**src/rtl/pkt_stream_gen.sv**
```systemverilog
// Packet stream source: accepts (len, gap) requests and emits sop/vld/eop framed beats with a sequence-tagged payload.
// Optional statistics counters are enabled with `define PKT_STREAM_GEN_STATS_EN.
module pkt_stream_gen #(
  parameter int LEN_W  = 4,
  parameter int DATA_W = 8,
  parameter int GAP_W  = 4,
  parameter int CNT_W  = 16
) (
  input  logic              clk,
  input  logic              rst_n,
  input  logic              en,
  input  logic              req_vld,
  input  logic [LEN_W-1:0]  req_len,
  input  logic [GAP_W-1:0]  req_gap,
  output logic              req_rdy,
  input  logic              out_rdy,
  output logic              sop,
  output logic              vld,
  output logic              eop,
  output logic [LEN_W-1:0]  len,
  output logic [DATA_W-1:0] data,
  output logic [CNT_W-1:0]  seq,
  output logic              busy,
  output logic              err_len
`ifdef PKT_STREAM_GEN_STATS_EN
  ,
  output logic [CNT_W-1:0]  stat_pkts,
  output logic [CNT_W-1:0]  stat_beats,
  output logic [CNT_W-1:0]  stat_stall
`endif
);

  // state | meaning
  // IDLE  | waiting for a request; req_rdy follows en
  // SEND  | emitting beats, held stable while out_rdy is low
  // GAP   | idle down-count of the latched gap after eop
  typedef enum logic [1:0] {S_IDLE, S_SEND, S_GAP} state_t;

  state_t             state_q, state_d;
  logic [LEN_W-1:0]   len_q, len_d;
  logic [LEN_W-1:0]   beat_q, beat_d;
  logic [GAP_W-1:0]   gap_q, gap_d;
  logic [CNT_W-1:0]   seq_q, seq_d;
  logic [DATA_W-1:0]  data_q, data_d;
  logic               sop_q, sop_d;
  logic               vld_q, vld_d;
  logic               eop_q, eop_d;
  logic               err_len_q, err_len_d;

  logic               accept;
  logic               xfer;
  logic [LEN_W-1:0]   beat_nxt;
  logic [DATA_W-1:0]  seq_ext;

  assign req_rdy  = rst_n && en && (state_q == S_IDLE);
  assign accept   = req_vld && req_rdy;
  assign xfer     = vld_q && out_rdy;
  assign beat_nxt = beat_q + 1'b1;
  assign seq_ext  = DATA_W'(seq_q);

  always_comb begin
    state_d   = state_q;
    len_d     = len_q;
    beat_d    = beat_q;
    gap_d     = gap_q;
    seq_d     = seq_q;
    data_d    = data_q;
    sop_d     = sop_q;
    vld_d     = vld_q;
    eop_d     = eop_q;
    err_len_d = 1'b0;
    case (state_q)
      S_IDLE: begin
        if (accept) begin
          if (req_len == '0) begin
            err_len_d = 1'b1;
          end else begin
            state_d = S_SEND;
            len_d   = req_len;
            gap_d   = req_gap;
            beat_d  = '0;
            sop_d   = 1'b1;
            vld_d   = 1'b1;
            eop_d   = (req_len == LEN_W'(1));
            data_d  = seq_ext;
          end
        end
      end
      S_SEND: begin
        if (xfer) begin
          if (eop_q) begin
            seq_d   = seq_q + 1'b1;
            sop_d   = 1'b0;
            vld_d   = 1'b0;
            eop_d   = 1'b0;
            state_d = (gap_q != '0) ? S_GAP : S_IDLE;
          end else begin
            beat_d = beat_nxt;
            sop_d  = 1'b0;
            eop_d  = (beat_nxt == len_q - 1'b1);
            data_d = seq_ext + DATA_W'(beat_nxt);
          end
        end
      end
      S_GAP: begin
        // gap_q doubles as the down-counter; terminal count at 1
        gap_d = gap_q - 1'b1;
        if (gap_q == GAP_W'(1)) state_d = S_IDLE;
      end
      default: state_d = S_IDLE;
    endcase
  end

  always_ff @(posedge clk) begin
    if (!rst_n) begin
      state_q   <= S_IDLE;
      len_q     <= '0;
      beat_q    <= '0;
      gap_q     <= '0;
      seq_q     <= '0;
      data_q    <= '0;
      sop_q     <= 1'b0;
      vld_q     <= 1'b0;
      eop_q     <= 1'b0;
      err_len_q <= 1'b0;
    end else begin
      state_q   <= state_d;
      len_q     <= len_d;
      beat_q    <= beat_d;
      gap_q     <= gap_d;
      seq_q     <= seq_d;
      data_q    <= data_d;
      sop_q     <= sop_d;
      vld_q     <= vld_d;
      eop_q     <= eop_d;
      err_len_q <= err_len_d;
    end
  end

  assign sop     = sop_q;
  assign vld     = vld_q;
  assign eop     = eop_q;
  assign len     = len_q;
  assign data    = data_q;
  assign seq     = seq_q;
  assign busy    = (state_q != S_IDLE);
  assign err_len = err_len_q;

`ifdef PKT_STREAM_GEN_STATS_EN
  logic [CNT_W-1:0] stat_pkts_q, stat_pkts_d;
  logic [CNT_W-1:0] stat_beats_q, stat_beats_d;
  logic [CNT_W-1:0] stat_stall_q, stat_stall_d;

  // counters saturate at all-ones rather than wrapping
  always_comb begin
    stat_pkts_d  = stat_pkts_q;
    stat_beats_d = stat_beats_q;
    stat_stall_d = stat_stall_q;
    if (xfer && eop_q && (stat_pkts_q != '1)) stat_pkts_d = stat_pkts_q + 1'b1;
    if (xfer && (stat_beats_q != '1))         stat_beats_d = stat_beats_q + 1'b1;
    if (vld_q && !out_rdy && (stat_stall_q != '1)) stat_stall_d = stat_stall_q + 1'b1;
  end

  always_ff @(posedge clk) begin
    if (!rst_n) begin
      stat_pkts_q  <= '0;
      stat_beats_q <= '0;
      stat_stall_q <= '0;
    end else begin
      stat_pkts_q  <= stat_pkts_d;
      stat_beats_q <= stat_beats_d;
      stat_stall_q <= stat_stall_d;
    end
  end

  assign stat_pkts  = stat_pkts_q;
  assign stat_beats = stat_beats_q;
  assign stat_stall = stat_stall_q;
`endif

endmodule

```
**config.mk**
```make
export PLATFORM = sky130hd
export DESIGN_NAME = pkt_stream_gen
export DESIGN_NICKNAME = d
export VERILOG_FILES = /design/src/rtl/pkt_stream_gen.sv
export SDC_FILE = /design/constraint.sdc
export NUM_CORES = 1
export LEC_CHECK = 0
export CORE_AREA = 2 2 70 72
export DETAILED_ROUTE_END_ITERATION = 8
export DIE_AREA = 0 0 72 74
export GPL_TIMING_DRIVEN = 0
export PLACE_DENSITY = 0.76
export RECOVER_POWER = 25
export SKIP_LAST_GASP = 1
export SYNTH_ARGS = -nofsm -noshare
export SYNTH_HDL_FRONTEND = slang
export SYNTH_SLANG_ARGS = --single-unit
```
**constraint.sdc**
```tcl
create_clock -name clk -period 2.4 [get_ports clk]
set_clock_uncertainty 0.1 [all_clocks]
set_input_delay 0.72 -clock clk [delete_from_list [all_inputs] [get_ports clk]]
set_output_delay 0.72 -clock clk [all_outputs]
set_load 0.02 [all_outputs]
```
[Word-level counts from Yosys, hierarchy flattened]
Index checks and enable logic that the tools add are counted.
Operators by class
  bitwise gates (word level): 1
  muxes and demuxes: 33
  reductions and logical operators: 18
  eq/ne operators: 11
  add/sub/neg operators: 5
Operators by type and width (number)
  8-bit 2-to-1 mux: 4
  4-bit 2-to-1 mux: 6
  16-bit by 1-bit adder with 16-bit output (second input constant): 1
  4-bit one-hot mux with 2 select lines: 2
  8-bit one-hot mux with 2 select lines: 1
  5-bit AND reduction: 3
  2-bit 2-to-1 mux: 6
  2-bit != test (second input constant): 6
  3-bit AND reduction: 4
  1-bit 2-to-1 mux: 10
  8-bit by 4-bit adder with 8-bit output: 1
  4-bit by 1-bit equality test with 1-bit output (second input constant): 2
  4-bit by 1-bit subtractor with 4-bit output (second input constant): 2
  1-bit one-hot mux with 2 select lines: 3
  2-bit one-hot mux with 3 select lines: 1
  2-bit nonzero test: 3
  4-bit by 1-bit adder with 4-bit output (second input constant): 1
  4-bit equality test: 1
  1-bit logical AND: 4
  4-bit logical NOT: 1
  4-bit AND reduction: 1
  4-bit nonzero test: 1
  2-bit by 1-bit equality test with 1-bit output (second input constant): 1
  2-bit equality test (second input constant): 1
  2 further kinds: 2
Word-level totals
  output and inout bits: 34
  flip-flop bits (word level): 42

[Depth between registers and ports, before layout]
  depth in word-level cells: 5
  depth in mapped cells: 9
  mapped depth without buffers: 9

[Worst setup path after synthesis]
OpenSTA, ideal clock, no wires.
  path kind: register to register
  start: register beat_q[0]
  end: register data_q[6] (netlist: data[6])
  path buffers: 0
  arrival time: 2010 ps
  slack: 174 ps
  clock period less this slack: 2226 ps
  cell stages (with the launch flop): 10
  data required time: 2184 ps
  cells stage by stage: dfxtp_1 > ha_1 > nor2b_1 > or2_2 > ha_1 > a211oi_1 > nor4_1 > xnor2_1 > nand2_1 > o211a_1
On the way
  cells in the longest elaborated chain, start to end: 5
Ends and longest elaborated chain
  start: declaration: line 41  | logic [LEN_W-1:0] beat_q, beat_d;
  start signal: assignment: line 129  | beat_q <= beat_d;
  4-bit by 1-bit adder with 4-bit output: line 58  | assign beat_nxt = beat_q + 1'b1;
  8-bit by 4-bit adder with 8-bit output: line 101  | data_d = seq_ext + DATA_W'(beat_nxt);
  8-bit 2-to-1 mux: line 91  | if (eop_q) begin
  8-bit 2-to-1 mux: line 90  | if (xfer) begin
  8-bit one-hot mux with 2 select lines: line 72  | case (state_q)
  end signal: assignment: line 132  | data_q <= data_d;
  end: declaration: line 44  | logic [DATA_W-1:0] data_q, data_d;
Every way passes these cells. The select of a mux whose other input is x is not followed.
A chain may end at the register's enable or synchronous reset.

[Worst setup path after layout]
  start: input port en
  end: output port req_rdy
On the way
  cells in the longest elaborated chain, start to end: 2
Ends and longest elaborated chain
  start: declaration: line 11  | input logic en,
  1-bit logical AND (2 in a row): line 55  | assign req_rdy = rst_n && en && (state_q == S_IDLE);
  end: declaration: line 15  | output logic req_rdy,
Every way passes these cells.

==> qor.yml <==
finish:
  final.fill_count: 400
  nets: 337
  utilization_pct: 64.6
  regArea_um2: 841
  antenna_cells: 0
  multiInputGateArea_um2: 1380
  area_growth_pct: 30.4
  layout-drive-gt1-share_pct: 9.21
floorplanning:
  fp.dieH_um: 74
  ios: 47
  rows: 25
  start_util_pct: 49.5
  die_area_um2: 5330
  core_area_um2: 4600
  dieWidth_um: 72
sta:
  setup_viol: 1
  finalCriticalPeriod_ps: 2500
  timing.slew.headroom_pct: 58.4
  fmax_mhz: 400
  worstMarginPinSlew_ps: 619
  timing.final.crit_share_pct: 104
  finalSetupTns_ps: -99.2
  hold_viol: 0
  rsz0062_at_grt: "true"
  fin_ws_ps: -99.2
  slew_viol_final: 0
critical_path:
  cp_max_fo: 7
  reg2reg_depth: 9
  endpoint_kind: "primary output"
  slowest_stage: "clkdlybuf4s50_1"
  crit_type: "input port to primary output"
  arrival_ps: 1680
  crit_chain: "clkdlybuf4s50_1 > and4bb_2 > buf_6 > buf_4"
  start_kind: "input port"
  cpPeakStageDelay_ps: 460
  cp.required_ps: 1580
status:
  violations: "setup timing"
  status: "complete, but fails checks"
clock_tree:
  cts_buffers: 5
  cts-hold-fix-buffers: 0
  clkLatencyLatePin_ps: 300
  clk_pin_slew_ps: 70
  cts_tree: "yes"
  clock_path_buffers: 2
  cts-root-buf: "clkbuf_8"
  cts_sinks: 42
  htreeDepth: 2
grt:
  grt_max_degree: 14
  overflow: 0
  grt_pass1_vias: 1751
  antenna_found_initial: 0
  grt_usage_pct: 19.5
  grt_first_pass_wirelength_um: 8050
yosys:
  synth_edf_count: 0
  syn_area_per_cell_um2: 8.76
  synth-compound-area-share_pct: 17.1
  yosys-mux-area-fraction_pct: 2.20
  synth-seq-cells: 42
  synth_nets: 283
  synth-adder-area-share_pct: 5.82
  synth_cell_type_count: 46
  yosys.area_share.simple_pct: 23.4
  ys_async_sr_fraction_pct: 0
  synth-main-ff-cell: "dfxtp_1"
  synth-xor-area-share_pct: 10.0
  synth_area_um2: 2280
  yosysWarningCount: 0
  ys_seq_area_share_pct: 36.9
  synth_cells: 260
  synth_top_family_by_area: "simple AND/OR/NAND/NOR gates"
drt:
  ant_nets: 0
  first_iter_violations: 96
  drt-vias-per-instance: 5.42
  avgRoutedWirePerCell_um: 13.5
  dr_total_vias: 1999
  first_pass_iters: 4
  drt-total-wl_um: 4990
  drc: 0
worst_hold_path:
  hold_class: "flop to flop"
  hold_depth: 2
placed_design:
  io_buffers: 46
  dp.final_hpwl_um: 3690
  place_congestion: 0.830
power:
  powerDensity_nw_per_um2: 482
  leakage_uw: 0.00118
  irDropWorstVdd_mv: 0.270
  p_total_uw: 1430
flow_run:
  maxCapViolCount: 0
[logic make-up (layout without fill, tap and decap cells)]
kind of cell | Yosys count | count (layout)
fa+ha+maj | 10 | 10
mux | 5 | 5
xor+xnor | 26 | 26
flops | 42 | 42
simple gates | 97 | 97
buf+inv | 25 | 80
compound gates | 55 | 55
[power breakdown]
group | switching, uW | internal, uW | leakage [uW]
clock | 245 | 306 | 0.0000579
combinational | 80.7 | 75.5 | 0.000777
sequential | 12.5 | 711 | 0.000340
[critical path, delay by kind of cell]
kind                   cells  cell delay, ps
buffers and inverters      3             730
and+or+nand+nor            1             230
[metrics by stage]
stage	instances	instance area [um^2]	hold WS [ps]	setup slack (ps)
floorplan	260	2280	366	174
global placement	360	2810	359	-743
detailed placement	360	2810	367	-720
CTS	368	2940	380	-237
global route	369	2970	412	-123
finish	369	2970	371	-99.2
[state kept, by name (all words and copies together) (netlist names), 2 cells and up]
name	count
gap_q	4
seq	16
len	4
state_q	2
beat_q	4
data	8
[per-layer routing]
layer  GRT usage (%)  routed length [um]  vias up
met3            5.28                 282        6
met2            32.7                2430       54
met5               0                   0        -
met1            24.7                2230      924
li1                -                   -     1015
met4            5.66                  50        0
[worst paths after layout]
path,from,end,slack (ps)
setup / recovery,en,req_rdy,-100
hold / removal,data[2],data[2],370
setup reg to reg,beat_q[0],data[6],100
hold reg to reg,data[2],data[2],370
[final cells by class]
cell class	instances	area share (%)
Inverter	12	1.52
Tap cell	54	2.28
Clock inverter	3	1.35
Buffer	13	2.28
Timing Repair Buffer	47	15.6
Clock buffer	5	2.32
Sequential cell	42	28.3
Multi-Input combinational cell	193	46.4
[synth_stat cells, types with 3 or more instances]
cell	count	share of area [%]
nand2_1	25	4.1
a21boi_0	8	2.6
nor4_1	3	0.82
a31oi_1	3	0.82
nor3_1	9	2.0
ha_1	9	4.9
inv_1	12	2.0
and2_1	12	3.3
buf_2	4	0.88
dfxtp_1	42	37
nand3_1	11	2.4
a21oi_1	10	2.2
xor2_1	10	3.8
and3_1	4	1.1
nor2b_1	11	3.0
a211oi_1	3	0.99
clkbuf_1	7	1.2
nor2_1	7	1.2
o211a_1	4	1.8
mux2i_1	5	2.2
o21ai_0	13	2.9
xnor2_1	16	6.2
[timing repair]
action | 4_1_cts | 5_1_grt
gates resized for setup | 12 | 10
buffers inserted | 0 | 1
pin swaps | 0 | 3
setup endpoints to repair | 21 | 22
[placed cells by master, fill, tap and decap left out, types with 3 or more instances in the layout]
cell	count
inv_1	12
nor3_1	8
nor2_1	7
clkdlybuf4s50_1	33
xor2_1	10
xnor2_1	16
o21ai_0	13
a21boi_0	8
clkbuf_1	7
a31oi_1	3
o211a_1	4
clkbuf_8	5
nand3_1	11
and3_1	4
dfxtp_1	42
dlygate4sd3_1	9
and2_1	11
nor2b_1	11
buf_4	3
nand2_1	25
ha_1	8
a21oi_1	10
mux2i_1	5
(Power assumes the default switching activity.)
